$ cat src/rtl/viterbi_frame_ctrl_pkg.sv
// Shared types and defaults for the Viterbi frame controller (package viterbi_pkg).
package viterbi_pkg;

  localparam int FRAME_LEN_DEF = 256;
  localparam int TAIL_LEN_DEF  = 8;
  localparam int DEC_LAT_DEF   = 16;

  typedef logic [1:0] sym_t;

  typedef enum logic [2:0] {S_IDLE, S_DATA, S_TAIL, S_DRAIN, S_DONE} state_t;

  // Phase counter width: wide enough to count 0..len-1 for the longest phase.
  function automatic int cnt_w(input int a, input int b, input int c);
    int m;
    m = a;
    if (b > m) m = b;
    if (c > m) m = c;
    return (m < 2) ? 1 : $clog2(m);
  endfunction

endpackage

$ cat src/rtl/viterbi_frame_ctrl_if.sv
// Source / encoder / decoder side signals of the frame controller.
interface viterbi_frame_ctrl_if;
  import viterbi_pkg::*;

  logic src_bit_i;
  logic src_rd_o;
  logic enc_en_o;
  logic enc_bit_o;
  logic enc_valid_i;
  sym_t enc_sym_i;
  logic dec_en_o;
  sym_t chan_sym_o;

  modport master (
    input  src_bit_i, enc_valid_i, enc_sym_i,
    output src_rd_o, enc_en_o, enc_bit_o, dec_en_o, chan_sym_o
  );

  modport slave (
    output src_bit_i, enc_valid_i, enc_sym_i,
    input  src_rd_o, enc_en_o, enc_bit_o, dec_en_o, chan_sym_o
  );
endinterface

$ cat src/rtl/viterbi_frame_ctrl_err_inj.sv
// Channel error injector: periodic 2-symbol bursts with bit 0 inverted.
module viterbi_err_inj
  import viterbi_pkg::*;
(
  input  logic        clk,
  input  logic        rst,
  input  logic        clr_i,
  input  logic        active_i,
  input  logic        valid_i,
  input  logic [7:0]  period_i,
  input  sym_t        sym_i,
  output sym_t        sym_o,
  output logic [15:0] inj_cnt_o
);

  logic [7:0]  r_period;
  logic [7:0]  r_scnt;
  logic        r_burst;
  logic [15:0] r_inj;
  logic        w_hit;
  logic        w_flip;

  assign w_hit     = (r_period != 8'd0) && (r_scnt == r_period - 8'd1);
  assign w_flip    = active_i && valid_i && (r_burst || w_hit);
  assign sym_o     = {sym_i[1], sym_i[0] ^ w_flip};
  assign inj_cnt_o = r_inj;

  always_ff @(posedge clk) begin
    if (rst) begin
      r_period <= '0;
      r_scnt   <= '0;
      r_burst  <= 1'b0;
      r_inj    <= '0;
    end else if (clr_i) begin
      r_period <= period_i;
      r_scnt   <= '0;
      r_burst  <= 1'b0;
      r_inj    <= '0;
    end else if (!active_i) begin
      // A burst tail still pending when the frame ends is dropped.
      r_burst <= 1'b0;
    end else if (valid_i) begin
      if (r_burst) begin
        r_burst <= 1'b0;
      end else if (w_hit) begin
        r_scnt  <= '0;
        r_burst <= 1'b1;
      end else if (r_period != 8'd0) begin
        r_scnt <= r_scnt + 8'd1;
      end
      if (w_flip && (r_inj != 16'hFFFF)) r_inj <= r_inj + 16'd1;
    end
  end

endmodule

$ cat src/rtl/viterbi_frame_ctrl.sv
// Frame sequencer for encoder -> channel -> decoder: DATA, TAIL flush, decoder drain.
// Optional error injection is built in when VITERBI_ERR_INJECT_EN is defined.
module viterbi_frame_ctrl
  import viterbi_pkg::*;
#(
  parameter int FRAME_LEN = FRAME_LEN_DEF,
  parameter int TAIL_LEN  = TAIL_LEN_DEF,
  parameter int DEC_LAT   = DEC_LAT_DEF
) (
  input  logic                 clk,
  input  logic                 rst,
  input  logic                 start_i,
  input  logic [7:0]           err_period_i,
  viterbi_frame_ctrl_if.master bus,
  output logic                 busy_o,
  output logic                 done_o,
  output logic [15:0]          inj_cnt_o
);

  localparam int CW = cnt_w(FRAME_LEN, TAIL_LEN, DEC_LAT);

  state_t        r_state;
  logic [CW-1:0] r_cnt;
  logic          r_enc_en;
  logic          r_src_rd;
  logic          r_busy;
  logic          r_done;
  logic          r_dec_en;
  sym_t          r_chan_sym;
  sym_t          w_sym;
  logic          w_start;

  assign w_start = (r_state == S_IDLE) && start_i;

  assign bus.src_rd_o   = r_src_rd;
  assign bus.enc_en_o   = r_enc_en;
  assign bus.enc_bit_o  = r_src_rd & bus.src_bit_i;
  assign bus.dec_en_o   = r_dec_en;
  assign bus.chan_sym_o = r_chan_sym;
  assign busy_o         = r_busy;
  assign done_o         = r_done;

`ifdef VITERBI_ERR_INJECT_EN
  viterbi_err_inj u_inj (
    .clk       (clk),
    .rst       (rst),
    .clr_i     (w_start),
    .active_i  (r_busy),
    .valid_i   (bus.enc_valid_i),
    .period_i  (err_period_i),
    .sym_i     (bus.enc_sym_i),
    .sym_o     (w_sym),
    .inj_cnt_o (inj_cnt_o)
  );
`else
  logic w_unused_period;
  assign w_unused_period = ^err_period_i;
  assign w_sym           = bus.enc_sym_i;
  assign inj_cnt_o       = '0;
`endif

  always_ff @(posedge clk) begin
    if (rst) begin
      r_state    <= S_IDLE;
      r_cnt      <= '0;
      r_enc_en   <= 1'b0;
      r_src_rd   <= 1'b0;
      r_busy     <= 1'b0;
      r_done     <= 1'b0;
      r_dec_en   <= 1'b0;
      r_chan_sym <= '0;
    end else begin
      // Channel path runs in every state, independent of the sequencer.
      r_dec_en   <= bus.enc_valid_i;
      r_chan_sym <= w_sym;
      case (r_state)
        S_IDLE: if (w_start) begin
          r_state  <= S_DATA;
          r_cnt    <= '0;
          r_enc_en <= 1'b1;
          r_src_rd <= 1'b1;
          r_busy   <= 1'b1;
        end
        S_DATA: if (r_cnt == CW'(FRAME_LEN - 1)) begin
          r_state  <= S_TAIL;
          r_cnt    <= '0;
          r_src_rd <= 1'b0;
        end else begin
          r_cnt <= r_cnt + 1'b1;
        end
        S_TAIL: if (r_cnt == CW'(TAIL_LEN - 1)) begin
          r_state  <= S_DRAIN;
          r_cnt    <= '0;
          r_enc_en <= 1'b0;
        end else begin
          r_cnt <= r_cnt + 1'b1;
        end
        S_DRAIN: if (r_cnt == CW'(DEC_LAT - 1)) begin
          r_state <= S_DONE;
          r_cnt   <= '0;
          r_busy  <= 1'b0;
          r_done  <= 1'b1;
        end else begin
          r_cnt <= r_cnt + 1'b1;
        end
        S_DONE: begin
          r_state <= S_IDLE;
          r_done  <= 1'b0;
        end
        default: r_state <= S_IDLE;
      endcase
    end
  end

endmodule
$ cat src/flat_wrapper.sv
// flat-port wrapper written by rule: the top's interface ports become plain ports
module viterbi_frame_ctrl_flat import viterbi_pkg::*;
#(
  parameter int FRAME_LEN = FRAME_LEN_DEF,
  parameter int TAIL_LEN  = TAIL_LEN_DEF,
  parameter int DEC_LAT   = DEC_LAT_DEF
)
  (clk, rst, start_i, err_period_i, busy_o, done_o, inj_cnt_o, bus_src_bit_i, bus_enc_valid_i, bus_enc_sym_i, bus_src_rd_o, bus_enc_en_o, bus_enc_bit_o, bus_dec_en_o, bus_chan_sym_o);
  viterbi_frame_ctrl_if bus_i ();
  input  logic clk;
  input  logic rst;
  input  logic start_i;
  input  logic [7:0] err_period_i;
  output logic busy_o;
  output logic done_o;
  output logic [15:0] inj_cnt_o;
  input wire logic [$bits(bus_i.src_bit_i)-1:0] bus_src_bit_i;
  input wire logic [$bits(bus_i.enc_valid_i)-1:0] bus_enc_valid_i;
  input wire logic [$bits(bus_i.enc_sym_i)-1:0] bus_enc_sym_i;
  output wire logic [$bits(bus_i.src_rd_o)-1:0] bus_src_rd_o;
  output wire logic [$bits(bus_i.enc_en_o)-1:0] bus_enc_en_o;
  output wire logic [$bits(bus_i.enc_bit_o)-1:0] bus_enc_bit_o;
  output wire logic [$bits(bus_i.dec_en_o)-1:0] bus_dec_en_o;
  output wire logic [$bits(bus_i.chan_sym_o)-1:0] bus_chan_sym_o;
  assign bus_i.src_bit_i = bus_src_bit_i;
  assign bus_i.enc_valid_i = bus_enc_valid_i;
  assign bus_i.enc_sym_i = bus_enc_sym_i;
  assign bus_src_rd_o = bus_i.src_rd_o;
  assign bus_enc_en_o = bus_i.enc_en_o;
  assign bus_enc_bit_o = bus_i.enc_bit_o;
  assign bus_dec_en_o = bus_i.dec_en_o;
  assign bus_chan_sym_o = bus_i.chan_sym_o;
  viterbi_frame_ctrl #(.FRAME_LEN(FRAME_LEN), .TAIL_LEN(TAIL_LEN), .DEC_LAT(DEC_LAT)) u_core (.clk(clk), .rst(rst), .start_i(start_i), .err_period_i(err_period_i), .bus(bus_i), .busy_o(busy_o), .done_o(done_o), .inj_cnt_o(inj_cnt_o));
endmodule
$ cat config.mk
export PLATFORM = sky130hd
export DESIGN_NAME = viterbi_frame_ctrl_flat
export DESIGN_NICKNAME = d
export VERILOG_FILES = /design/src/rtl/viterbi_frame_ctrl_pkg.sv /design/src/rtl/viterbi_frame_ctrl_if.sv /design/src/rtl/viterbi_frame_ctrl_err_inj.sv /design/src/rtl/viterbi_frame_ctrl.sv /design/src/flat_wrapper.sv
export SDC_FILE = /design/constraint.sdc
export NUM_CORES = 1
export LEC_CHECK = 0
export BUFFER_PORTS_ARGS = -buffer_cell sky130_fd_sc_hd__buf_2
export CAP_MARGIN = 15
export CORE_UTILIZATION = 40
export CTS_BUF_LIST = sky130_fd_sc_hd__clkbuf_4 sky130_fd_sc_hd__clkbuf_8
export CTS_CLUSTER_SIZE = 10
export DETAILED_ROUTE_END_ITERATION = 10
export GPL_ROUTABILITY_DRIVEN = 0
export GPL_TIMING_DRIVEN = 0
export MAX_ROUTING_LAYER = met4
export PLACE_DENSITY_LB_ADDON = 0.1
export SYNTH_ARGS = -nofsm -noshare
export SYNTH_HDL_FRONTEND = slang
export SYNTH_SLANG_ARGS = --single-unit
$ cat constraint.sdc
create_clock -name clk -period 1.4 [get_ports clk]
set_input_delay 0 -clock clk [delete_from_list [all_inputs] [get_ports clk]]
set_output_delay 0 -clock clk [all_outputs]
set_load 0.02 [all_outputs]
==> metrics.yaml <==
run_status:
  status: "finished with violations"
  violations: "negative setup slack"
final_layout:
  fin_area_sq_mm: 0.00156
  utilization_pct: 61.9
  layout.nets: 196
  final_common_cell: "buf_4"
  antenna_cells: 0
  drive_gt1_share_pct: 45.8
  multi_input_area_sq_um: 726
  final_cell_mix: "buf_4, nand2_1, conb_1"
  fin_cells: 209
  fillCellCount: 233
  area.growth.synth_to_final_pct: 44.3
  regArea_sq_um: 388
floorplanning:
  pin_count: 39
  die_area_sq_mm: 0.00292
  start_util_pct: 42.9
  dieHeight_um: 54.0
  fp-row-count: 18
  core_area_sq_mm: 0.00252
  fp.dieW_um: 54.0
sta:
  fin_crit_ps: 1430
  rsz0062_at_grt: "true"
  timing.fmax_ghz: 0.697
  skew_ps: 5.39
  period_share_pct: 102
  hold_viol: 0
  timing.hold.ws_ps: 48.5
  worstMarginPinSlew_ps: 517
  max-slew-margin-rel_pct: 65.5
  fin_ws_ps: -34.2
  drv_slew: 0
  finalSetupViolCount: 8
drt:
  drtIter0Drc: 12
  drt-total-wl_mm: 2.72
  wl_per_cell_um: 13.0
  dr.pass1.iters: 4
  viasPerCell: 5.01
  via_count: 1048
  drc: 0
  drtAntennaViolNets: 0
cts:
  root_buffer: "clkbuf_4"
  clk_latency_ps: 300
  cts.path.max_buffers: 2
  cts_tree: "built"
  cts-buffers-inserted: 3
  cts.sinks: 18
  htreeDepth: 1
  clkTransAtPathRegs_ps: 110
logic_synthesis:
  synth.top_cell.area_share_pct: 33.3
  seq_area_frac_synth_pct: 33.3
  synth_edf_count: 0
  syn_inst: 132
  ys.flop_type: "dfxtp_1"
  syn_avg_cell_area_sq_um: 8.20
  yosysWarnings: 0
  ys_ff_latch: 18
  ys_types: 40
  synthesis.area_sq_mm: 0.00108
  synthArstFlopShare_pct: 0
  synth_area_leaders: "dfxtp_1, buf_4, a21oi_1"
  synth.largest_area_cell: "dfxtp_1"
setup_path:
  startpoint_type: "register"
  crit_fanout: 9
  arrival_ps: 1660
  path_class: "reg2reg"
  critical_path.endpoint_type: "register"
  r2r_cells: 4
  crit_required_ps: 1620
global_route:
  grt_max_degree: 11
  grt_pass1_vias: 968
  grt.overflow.total: 0
  grt_antenna_before_repair: 0
  grt_first_pass_wirelength_mm: 4.25
  grt_usage_pct: 20.8
power_and_ir_drop:
  leakagePower_nw: 0.687
  pwr_density_cell_mw_per_mm2: 1090
  power.total_w: 0.00171
  ir_drop_uv: 1000
place:
  hpwl_mm: 1.67
  dp.cells: 190
  io_buffers: 13
  placed_area_sq_mm: 0.00125
hold_path:
  min_delay_path_depth: 2
  hp-class: "in2reg"
run:
  max_cap_violations: 0
what timing repair did:
item | CTS | global route
endpoints found under the setup margin | 11 | 12
pin swaps | 6 | 13
gates cloned | 1 | 0
hold endpoints to repair | 3 | 0
gates resized for setup | 20 | 18
buffers inserted | 9 | 6
hold buffers | 3 | 0
critical path: stages (launching register included):
cell      delay (ps)
dfxtp_2          390
or3b_4           430
a21oi_4          270
nor3_2            90
a311oi_2         170
state kept, by name, indices dropped and copies added (netlist names):
signal and count:
u_core.r_cnt 8, u_core.bus.src_rd_o 1, u_core.r_state 3, u_core.bus.dec_en_o 1, u_core.bus.chan_sym_o 2, u_core.done_o 1, u_core.busy_o 1, u_core.bus.enc_en_o 1
area by class of cell:
cell class / count / area share [%]
sequential: 18 / 24.8
inverter: 2 / 0.481
tap: 30 / 2.40
timing repair buffer: 31 / 13.9
clock buffer: 4 / 2.32
multi-input combinational: 104 / 46.5
buffer: 20 / 9.62
kinds of logic after synthesis:
kind of cell / after synthesis / share of synthesized area, %
other: 1 / 0.346
and+or+nand+nor: 52 / 28.0
adders and majority gates: 1 / 1.16
xor gates and xnor gates: 1 / 0.809
AOI/OAI and AO/OA: 33 / 20.8
DFF: 18 / 33.3
buffers and inverters: 26 / 15.6
per-stage QoR:
| stage | TNS (ps) | worst slack, ps |
|---|---|---|
| CTS | -308 | -55.0 |
| detailed placement | -1640 | -205 |
| global route | -684 | -82.5 |
| global placement | -1150 | -131 |
| floorplan | -8.90 | -8.90 |
| finish | -150 | -34.2 |
power breakdown:
part           internal (W)  switching, W  total [W]
logic              0.000306      0.000409   0.000715
registers          0.000585     0.0000765   0.000661
clock network      0.000159      0.000174   0.000333
total               0.00105      0.000660    0.00171
path summary, 6_finish.rpt:
path / slack (ps) / startpoint / to
hold reg to reg: 470 / u_core.done_o / u_core.done_o
setup / recovery: -30 / u_core.r_state[1] / u_core.r_state[0]
hold / removal: 50 / rst / u_core.bus.chan_sym_o[0]
setup reg to reg: -30 / u_core.r_state[1] / u_core.r_state[0]
cell usage after synthesis, types with 2 or more instances:
cell,count
nor3_1,4
o22ai_1,6
and2_1,3
clkbuf_1,2
nor4_1,2
dfxtp_1,18
nor2_1,6
buf_4,18
o21bai_1,2
o21a_1,2
nand2b_1,3
buf_2,3
nor2b_1,4
o21ai_1,2
nand3_1,3
a21oi_1,14
nand2_1,16
inv_1,2
metal layers:
metal	vias up	track usage (%)	share of wire, %
met4	0	5.56	0.81
met1	499	23.4	44
met2	19	35.8	52
met5	-	-	0
met3	4	5.93	3.5
li1	526	-	-
(Power assumes the default switching activity.)
